**src/rtl/ttt_pkg.sv**
```systemverilog
// ttt_pkg: shared types and constants for the time-to-token processor array.
//   instr_e      - programming opcodes
//   SS_*         - {start,stop} event encodings reported on token_startstop
//   proc_state_t - per-processor dynamic state (token counters, countdown, active flag)
package ttt_pkg;

  localparam int PKG_TOKEN_BITS    = 8;
  localparam int PKG_DURATION_BITS = 8;

  typedef enum logic [2:0] {
    INSTR_NOP            = 3'b000,
    INSTR_LOAD_THRESHOLD = 3'b001,
    INSTR_LOAD_DURATION  = 3'b010,
    INSTR_CLEAR_STATE    = 3'b011,
    INSTR_CLEAR_ALL      = 3'b100
  } instr_e;

  localparam logic [1:0] SS_NONE  = 2'b00;
  localparam logic [1:0] SS_STOP  = 2'b01;
  localparam logic [1:0] SS_START = 2'b10;
  localparam logic [1:0] SS_BOTH  = 2'b11;

  typedef struct packed {
    logic [PKG_TOKEN_BITS-1:0]    good;
    logic [PKG_TOKEN_BITS-1:0]    bad;
    logic [PKG_DURATION_BITS-1:0] remaining;
    logic                         active;
  } proc_state_t;

endpackage

```
**src/rtl/ttt_proc_update.sv**
```systemverilog
// ttt_proc_update: combinational next-state and event logic for one processor visit.
//   cur_state       in   current good/bad/remaining/active of the visited processor
//   new_good_tokens in   good tokens arriving on this visit
//   new_bad_tokens  in   bad tokens arriving on this visit
//   threshold       in   net-token threshold for a start
//   duration        in   programmed start-to-stop duration (in visits)
//   next_state      out  state to store after the visit
//   startstop       out  {start,stop} event produced by the visit
module ttt_proc_update
  import ttt_pkg::*;
#(
  parameter int NEW_TOKEN_BITS = 8
) (
  input  proc_state_t                  cur_state,
  input  logic [NEW_TOKEN_BITS-1:0]    new_good_tokens,
  input  logic [NEW_TOKEN_BITS-1:0]    new_bad_tokens,
  input  logic [PKG_TOKEN_BITS-1:0]    threshold,
  input  logic [PKG_DURATION_BITS-1:0] duration,
  output proc_state_t                  next_state,
  output logic [1:0]                   startstop
);

  // One extra bit over the wider operand catches any carry out of the stored width.
  localparam int SUM_W = ((PKG_TOKEN_BITS > NEW_TOKEN_BITS) ? PKG_TOKEN_BITS : NEW_TOKEN_BITS) + 1;

  logic [SUM_W-1:0]          good_sum;
  logic [SUM_W-1:0]          bad_sum;
  logic [PKG_TOKEN_BITS-1:0] good_sat;
  logic [PKG_TOKEN_BITS-1:0] bad_sat;

  assign good_sum = SUM_W'(cur_state.good) + SUM_W'(new_good_tokens);
  assign bad_sum  = SUM_W'(cur_state.bad)  + SUM_W'(new_bad_tokens);

  // Saturate rather than wrap: any bit above the stored width means overflow.
  assign good_sat = (|good_sum[SUM_W-1:PKG_TOKEN_BITS]) ? '1 : good_sum[PKG_TOKEN_BITS-1:0];
  assign bad_sat  = (|bad_sum[SUM_W-1:PKG_TOKEN_BITS])  ? '1 : bad_sum[PKG_TOKEN_BITS-1:0];

  always_comb begin
    next_state      = cur_state;
    next_state.good = good_sat;
    next_state.bad  = bad_sat;
    startstop       = SS_NONE;

    if (cur_state.active) begin
      // Counting down; the start condition is not re-evaluated while active.
      if (cur_state.remaining <= PKG_DURATION_BITS'(1)) begin
        next_state.remaining = '0;
        next_state.active    = 1'b0;
        startstop            = SS_STOP;
      end else begin
        next_state.remaining = cur_state.remaining - PKG_DURATION_BITS'(1);
      end
    end else if ((good_sat > bad_sat) && ((good_sat - bad_sat) >= threshold)) begin
      next_state.good = '0;
      next_state.bad  = '0;
      if (duration == '0) begin
        // Zero duration: start and stop on the same visit, never becomes active.
        next_state.remaining = '0;
        next_state.active    = 1'b0;
        startstop            = SS_BOTH;
      end else begin
        next_state.remaining = duration;
        next_state.active    = 1'b1;
        startstop            = SS_START;
      end
    end
  end

endmodule

```
**src/rtl/ttt_processor_array.sv**
```systemverilog
// ttt_processor_array: time-multiplexed array of time-to-token processors.
// A round-robin pointer visits one processor per clock; the visit adds the
// token inputs, may fire start/stop events, and the result appears on the
// registered outputs one cycle later. An addressed programming port loads
// thresholds/durations and clears state independently of the sweep.
//   clock_fast        in   sole clock
//   reset             in   asynchronous active-low reset
//   hold              in   freeze sweep and state updates
//   processor_id      out  processor visited this cycle
//   new_good_tokens   in   good tokens for processor_id
//   new_bad_tokens    in   bad tokens for processor_id
//   out_valid         out  registered: a visit completed last cycle
//   out_processor_id  out  registered: processor of the reported event
//   token_startstop   out  registered: {start,stop}
//   sweep_done        out  registered: last processor visited last cycle
//   instruction       in   programming opcode
//   prog_processor_id in   programming target
//   prog_duration     in   duration operand
//   prog_threshold    in   threshold operand
module ttt_processor_array
  import ttt_pkg::*;
#(
  parameter  int NUM_PROCESSORS = 10,
  parameter  int NEW_TOKEN_BITS = 8,
  localparam int TOKEN_BITS     = PKG_TOKEN_BITS,
  localparam int DURATION_BITS  = PKG_DURATION_BITS,
  localparam int PID_W          = $clog2(NUM_PROCESSORS)
) (
  input  logic                      clock_fast,
  input  logic                      reset,
  input  logic                      hold,
  output logic [PID_W-1:0]          processor_id,
  input  logic [NEW_TOKEN_BITS-1:0] new_good_tokens,
  input  logic [NEW_TOKEN_BITS-1:0] new_bad_tokens,
  output logic                      out_valid,
  output logic [PID_W-1:0]          out_processor_id,
  output logic [1:0]                token_startstop,
  output logic                      sweep_done,
  input  logic [2:0]                instruction,
  input  logic [PID_W-1:0]          prog_processor_id,
  input  logic [DURATION_BITS-1:0]  prog_duration,
  input  logic [TOKEN_BITS-1:0]     prog_threshold
);

  localparam logic [PID_W-1:0] LAST_PID = PID_W'(NUM_PROCESSORS - 1);

  logic [PID_W-1:0]         pointer_q, pointer_d;
  proc_state_t              state_q     [NUM_PROCESSORS];
  proc_state_t              state_d     [NUM_PROCESSORS];
  logic [TOKEN_BITS-1:0]    threshold_q [NUM_PROCESSORS];
  logic [TOKEN_BITS-1:0]    threshold_d [NUM_PROCESSORS];
  logic [DURATION_BITS-1:0] duration_q  [NUM_PROCESSORS];
  logic [DURATION_BITS-1:0] duration_d  [NUM_PROCESSORS];

  logic                     out_valid_q, out_valid_d;
  logic [PID_W-1:0]         out_pid_q, out_pid_d;
  logic [1:0]               startstop_q, startstop_d;
  logic                     sweep_done_q, sweep_done_d;

  proc_state_t              visit_next;
  logic [1:0]               visit_event;
  logic                     prog_valid;
  logic                     clear_hit;

  // Visit always sees pre-write threshold/duration for the same cycle.
  ttt_proc_update #(
    .NEW_TOKEN_BITS (NEW_TOKEN_BITS)
  ) u_update (
    .cur_state       (state_q[pointer_q]),
    .new_good_tokens (new_good_tokens),
    .new_bad_tokens  (new_bad_tokens),
    .threshold       (threshold_q[pointer_q]),
    .duration        (duration_q[pointer_q]),
    .next_state      (visit_next),
    .startstop       (visit_event)
  );

  assign prog_valid = 32'(prog_processor_id) < 32'(NUM_PROCESSORS);

  // A clear that touches the visited processor suppresses the visit's event.
  assign clear_hit = prog_valid &&
                     ((instruction == INSTR_CLEAR_ALL) ||
                      ((instruction == INSTR_CLEAR_STATE) && (prog_processor_id == pointer_q)));

  always_comb begin
    state_d     = state_q;
    threshold_d = threshold_q;
    duration_d  = duration_q;

    if (!hold) begin
      state_d[pointer_q] = visit_next;
    end

    // Programming is applied after the visit so clears override the visit update.
    if (prog_valid) begin
      case (instruction)
        INSTR_LOAD_THRESHOLD: threshold_d[prog_processor_id] = prog_threshold;
        INSTR_LOAD_DURATION:  duration_d[prog_processor_id]  = prog_duration;
        INSTR_CLEAR_STATE:    state_d[prog_processor_id]     = '0;
        INSTR_CLEAR_ALL: begin
          for (int i = 0; i < NUM_PROCESSORS; i++) begin
            state_d[i] = '0;
          end
        end
        default: ;
      endcase
    end
  end

  always_comb begin
    if (hold) begin
      pointer_d = pointer_q;
    end else if (pointer_q == LAST_PID) begin
      pointer_d = '0;
    end else begin
      pointer_d = pointer_q + PID_W'(1);
    end

    out_valid_d  = !hold;
    out_pid_d    = pointer_q;
    startstop_d  = (hold || clear_hit) ? SS_NONE : visit_event;
    sweep_done_d = !hold && (pointer_q == LAST_PID);
  end

  always_ff @(posedge clock_fast or negedge reset) begin
    if (!reset) begin
      pointer_q    <= '0;
      out_valid_q  <= 1'b0;
      out_pid_q    <= '0;
      startstop_q  <= SS_NONE;
      sweep_done_q <= 1'b0;
      for (int i = 0; i < NUM_PROCESSORS; i++) begin
        state_q[i]     <= '0;
        threshold_q[i] <= '0;
        duration_q[i]  <= '0;
      end
    end else begin
      pointer_q    <= pointer_d;
      out_valid_q  <= out_valid_d;
      out_pid_q    <= out_pid_d;
      startstop_q  <= startstop_d;
      sweep_done_q <= sweep_done_d;
      state_q      <= state_d;
      threshold_q  <= threshold_d;
      duration_q   <= duration_d;
    end
  end

  assign processor_id     = pointer_q;
  assign out_valid        = out_valid_q;
  assign out_processor_id = out_pid_q;
  assign token_startstop  = startstop_q;
  assign sweep_done       = sweep_done_q;

endmodule

```
**config.mk**
```make
export PLATFORM = sky130hd
export DESIGN_NAME = ttt_processor_array
export DESIGN_NICKNAME = d
export VERILOG_FILES = /design/src/rtl/ttt_pkg.sv /design/src/rtl/ttt_proc_update.sv /design/src/rtl/ttt_processor_array.sv
export SDC_FILE = /design/constraint.sdc
export NUM_CORES = 1
export LEC_CHECK = 0
export CELL_PAD_IN_SITES_DETAIL_PLACEMENT = 0
export CELL_PAD_IN_SITES_GLOBAL_PLACEMENT = 1
export CORE_MARGIN = 2
export CORE_UTILIZATION = 51
export CTS_BUF_LIST = sky130_fd_sc_hd__clkbuf_8
export DETAILED_ROUTE_END_ITERATION = 10
export PLACE_DENSITY = 0.9
export SYNTH_ARGS = -nofsm -noshare
export SYNTH_HDL_FRONTEND = slang
export SYNTH_SLANG_ARGS = --single-unit
```
**constraint.sdc**
```tcl
create_clock -name clock_fast -period 8.25 [get_ports clock_fast]
set_input_delay 1.65 -clock clock_fast [delete_from_list [all_inputs] [get_ports clock_fast]]
set_output_delay 1.65 -clock clock_fast [all_outputs]
set_load 0.03 [all_outputs]
```
== After elaboration in Yosys (flattened, before gate mapping) ==
Index checks and enable logic that the tools add are counted.

* Bitwise operators: 4
* Mux-type cells: 35
* Eq/ne operators: 6
* Reductions and logical operators: 12
* Add/subtract/negate cells: 5
* Magnitude comparators: 8

{| class="wikitable"
|+ Operator list
! cell !! number
|-
| $mux 250 || 2
|-
| $pmux 250 s2 || 1
|-
| $and 250x250->250 || 1
|-
| $bwmux 250 || 1
|-
| $not 250->250 || 1
|-
| $demux 25 s4 || 2
|-
| $bwmux 80 || 2
|-
| $mux 25 || 5
|-
| $bmux 25 s4 || 1
|-
| $bmux 8 s4 || 2
|-
| $mux 8 || 8
|-
| $demux 8 s4 || 1
|-
| $add 8x8->9 || 2
|-
| $mux 9 || 2
|-
| $mux 16 || 1
|-
| $ge 5x5->1 const B || 2
|-
| $lt 5x1->1 const B || 2
|-
| $not 4->5 || 2
|-
| $ge 8x8->1 || 1
|-
| $gt 8x8->1 || 1
|-
| $le 8x1->1 const B || 1
|-
| $logic_not 8->1 || 1
|-
| $sub 8x1->8 const B || 1
|-
| $sub 8x8->8 || 1
|-
| other kinds (14) || 26
|}

* Bits of input ports: 42
* Register bits: 422
* Output and inout port bits: 12

== Logic depth before layout (Yosys ltp) ==
* Word-level depth: 16
* Depth in mapped cells: 35

== Hierarchy ==
A second synthesis with hierarchy kept.

* Cell total of the unflattened synthesis: 2179
* Area, all modules: 23455.0 um2

{| class="wikitable"
|+ By module, submodules not included
! module !! instances !! cells an instance !! area an instance (um2)
|-
| ttt_processor_array || 1 || 1928 || 21514.4
|-
| ttt_proc_update || 1 || 251 || 1940.6
|}

== Worst setup path before layout ==
OpenSTA, ideal clock, no wires.

* Path kind: register -> register
* From: reg pointer_q[0], in the netlist processor_id[0]
* To: reg state_q[107] in the netlist's numbering
* Path buffers: 8
* Slack: 496 ps
* Cell stages (with the launch flop): 34
* Setup time: 158 ps
* Clock period less this slack: 7754 ps
* Arrival: 7597 ps
* Cells stage by stage: dfrtp_1 -> buf_6 -> buf_6 -> buf_4 -> buf_2 -> buf_2 -> buf_2 -> mux4_2 -> a22oi_1 -> o21ai_0 -> ha_1 -> fa_1 -> a211oi_1 -> o21ai_0 -> a21o_1 -> a21o_1 -> or2_2 -> clkbuf_1 -> inv_1 -> ha_1 -> inv_1 -> ha_1 -> a21o_1 -> or2_2 -> xor2_1 -> ha_1 -> a21o_1 -> a21oi_1 -> o21ai_0 -> a31o_2 -> nand3_1 -> buf_2 -> mux2i_1 -> a311oi_1

{| class="wikitable"
|+ RTL lines
! item !! line !! source
|-
| start, declared || ttt_processor_array.sv:47 || <nowiki>logic [PID_W-1:0] pointer_q, pointer_d;</nowiki>
|-
| start signal, assigned || ttt_processor_array.sv:138 || <nowiki>pointer_q <= pointer_d;</nowiki>
|-
| end signal, assigned || ttt_processor_array.sv:143 || <nowiki>state_q <= state_d;</nowiki>
|-
| end, declared || ttt_processor_array.sv:48 || <nowiki>proc_state_t state_q [NUM_PROCESSORS];</nowiki>
|}

==> metrics.md <==
| Metric | Value |
|---|---|
| Storage cell area | 10,600 sq um |
| Maximum fanout along the worst path | 40 |
| WP data required | 8.67 ns |
| TritonRoute pass-1 iters | 7 |
| DRT Wirelength | 64,000 um |
| Initial core utilization | 51.9% |
| Io pins | 54 |
| Clk sink count | 422 |
| Final setup viols | 0 |
| Crit path launch type | flip-flop |
| Final GP Congestion | 0.916 |
| Post-DP HPWL | 38,900 um |
| Syn Nets | 2,077 |
| Clk Latency, worst-skew pair | 0.62 ns |
| GRT Overall Usage | 28.9% |
| GRT overflow | 0 |
| Hold Path Class | reg -> reg |
| DR iter-0 viols | 1,891 |
| Ys flop type | dfrtp_1 |
| DR vias/cell | 6.55 |
| EDFF count, synth | 0 |
| Mapped Cells | 1,999 |
| First-pass GRT wire length | 99,400 um |
| CP arrival | 8.23 ns |
| Initial antenna violation count | 0 |
| Fin area | 24,300 sq um |
| Commonest non-fill, non-tap cell in the layout | dfrtp_1 |
| Largest net degree at the start of global routing | 144 |
| Die Wd | 211 um |
| Seq/Total Area, Yosys | 48.2% |
| DR WL/cell | 24.5 um |
| VDD IR max | 646 uV |
| Synth Register Bits | 422 |
| Fillers | 3,521 |
| Rel. slew slack | 13.5% |
| Post-Synthesis Mean Instance Area | 11.0 sq um |
| Clock transition at path regs | 0.06 ns |
| Slew at the pin with the worst max-slew slack | 1.29 ns |
| Footprint of the multi-input gates | 10,700 sq um |
| Core area | 42,200 sq um |
| DIE AREA | 44,600 sq um |
| FP Rows | 75 |
| Placed Area | 22,900 sq um |
| H-tree Lvls | 3 |
| Leading cell types in the layout, fill and taps excluded | dfrtp_1, mux2_2, nor2_1 |
| Yosys warning count | 0 |
| Number of global-route vias before repair | 17,500 |
| Final count of pins violating max slew | 0 |
| FFs w/ async S/R, synth | 100% |
| Syn Std Cell Area | 21,900 sq um |
| Layout cells sized above 1 | 22.9% |
| Clk buf depth | 3 |
| Die height | 211 um |
| Status | completed |
| Post-DRT Antenna Nets | 0 |
| Max-cap violations | 0 |
| Max Fclk | 128 MHz |
| RSZ-0062 raised after global routing | no |
| Post-CTS Resized | 0 |
| Kind of critical path | reg -> reg |
| # DRC | 0 |
| Worst Skew | 0.0363 ns |
| Setup TNS | 0 ns |
| Slack of the worst reg-to-reg path | 0.43 ns |
| CTS Buf Count | 71 |
| Root Buffer | clkbuf_8 |
| Crit end category | flip-flop |
| PortBufs | 53 |
| CTS tree | built |
| Detailed-route via count | 17,100 |
| Min Tclk post-route | 7.82 ns |
| Area growth, synth to finish | 11.1% |
| Pwr/cell area | 447 nW/um^2 |
| Final Hold Vio Count | 0 |
| P_leak | 10.7 nW |
| Crit share post-route | 94.8% |
| Synth cell types | 68 |
| Final net count | 2,099 |
-- cell type report --
| type | instances | share of cell area, % |
|---|---|---|
| diodes | 1 | 0.0103 |
| repair buffers | 103 | 3.95 |
| clock inverters | 34 | 0.709 |
| multi-input cells | 1403 | 43.9 |
| clock buffers | 87 | 4.92 |
| well taps | 539 | 2.77 |
| flip-flops and latches | 422 | 43.4 |
| inverters | 20 | 0.308 |
-- layer usage --
metal	routed length (um)	GRT usage, %	vias up	share of wire, %
li1	-	-	7425	-
met1	26800	39.8	8646	42
met2	29600	44.7	827	46
met3	5140	5.77	196	8.0
met4	2460	12.9	0	3.9
met5	0	0	-	0
-- critical path: stages (launching register included) --
cell and delay [ns]:
dfrtp_4 0.73, nor2b_2 0.99, a22oi_1 0.14, o21ai_0 0.73, fa_1 0.37, a211oi_1 0.12, o21ai_0 0.29, a21o_1 0.20
a21oi_1 0.13, nand2b_1 0.40, ha_1 0.26, inv_1 0.07, ha_1 0.21, a21o_1 0.18, or2_2 0.30, xor2_1 0.16
ha_1 0.29, a21o_1 0.16, a21oi_1 0.12, o21ai_0 0.13, a31oi_1 0.61, nor4_4 0.16, a222oi_1 0.45, buf_4 0.31
a211oi_2 0.10
-- cells in the mapped netlist (all sizes together), types with 5 or more instances --
library cell / n / area [sq um]
a211oi: 36 / 315
a21o: 13 / 97.6
a21oi: 121 / 613
a221oi: 7 / 98.9
a22oi: 63 / 473
a2bb2oi: 11 / 96.3
a311oi: 37 / 330
a31oi: 19 / 134
buf: 57 / 310
clkbuf: 97 / 364
dfrtp: 422 / 10600
ha: 34 / 425
inv: 20 / 75.1
mux2: 201 / 2260
mux2i: 32 / 320
mux4: 73 / 1640
nand2: 183 / 687
nand2b: 18 / 113
nand3: 131 / 656
nor2: 188 / 706
nor2b: 7 / 43.8
nor3: 16 / 80.1
nor4: 20 / 140
o211ai: 8 / 60.1
o21ai: 47 / 243
o21bai: 11 / 82.6
o22ai: 43 / 269
or2: 6 / 37.5
or3: 5 / 31.3
xnor2: 14 / 123
xor2: 10 / 87.6
-- per-stage QoR --
| stage | setup slack (ns) | hold slack [ns] | cells | power [mW] | util [%] |
|---|---|---|---|---|---|
| after floorplan | 0.496 | 0.463 | 1999 | 7.20 | - |
| after global placement | 0.469 | 0.482 | 2485 | 8.77 | 54.3 |
| after detailed placement | 0.349 | 0.491 | 2485 | 8.89 | 54.3 |
| after CTS | 0.400 | 0.504 | 2606 | 10.8 | 57.6 |
| after global routing | 0.0211 | 0.511 | 2608 | 11.5 | 57.7 |
| final | 0.432 | 0.499 | 2609 | 10.9 | 57.7 |
-- sequential cells by signal, summed over array words and instances (netlist names) --
signal,count
out_processor_id,4
out_valid,1
state_q,250
duration_q,80
sweep_done,1
processor_id,4
token_startstop,2
threshold_q,80
-- path summary, 6_finish.rpt --
| check | cells past startpoint | startpoint | endpoint |
|---|---|---|---|
| setup reg to reg | 24 | processor_id[1] | state_q[227] |
| hold reg to reg | 1 | threshold_q[12] | threshold_q[12] |
| max in group asynchronous | 2 | reset | threshold_q[44] |
| setup / recovery | 24 | processor_id[1] | state_q[227] |
| hold / removal | 1 | threshold_q[12] | threshold_q[12] |
| min in group asynchronous | 1 | reset | duration_q[77] |
-- repair_timing --
action | in CTS | in global routing
endpoints found under the setup margin | 0 | 25
hold buffers | 0 | 0
setup buffers | 0 | 2
endpoints found under the hold margin | 0 | 0
-- report_power, final --
group          switching, mW  leakage [nW]  internal [mW]  total [mW]
sequential             0.364          5.70           2.59        2.95
clock                  0.846         0.802          0.979        1.82
combinational           3.89          4.21           2.22        6.10
total                   5.09          10.7           5.79        10.9
-- logic make-up (layout without fill, tap and decap cells) --
kind of cell / count (synthesis) / in the layout / share of synthesized area [%]
buffers and inverters: 174 / 244 / 3.42
other: 0 / 1 / 0
AND/OR/NAND/NOR: 597 / 597 / 12.2
multiplexers: 306 / 306 / 19.3
flip-flops: 422 / 422 / 48.2
adder cells (fa/ha/maj): 36 / 36 / 2.12
XOR/XNOR: 24 / 24 / 0.959
AO/OA/AOI/OAI: 440 / 440 / 13.9
Power figures use the tool's default switching activity.
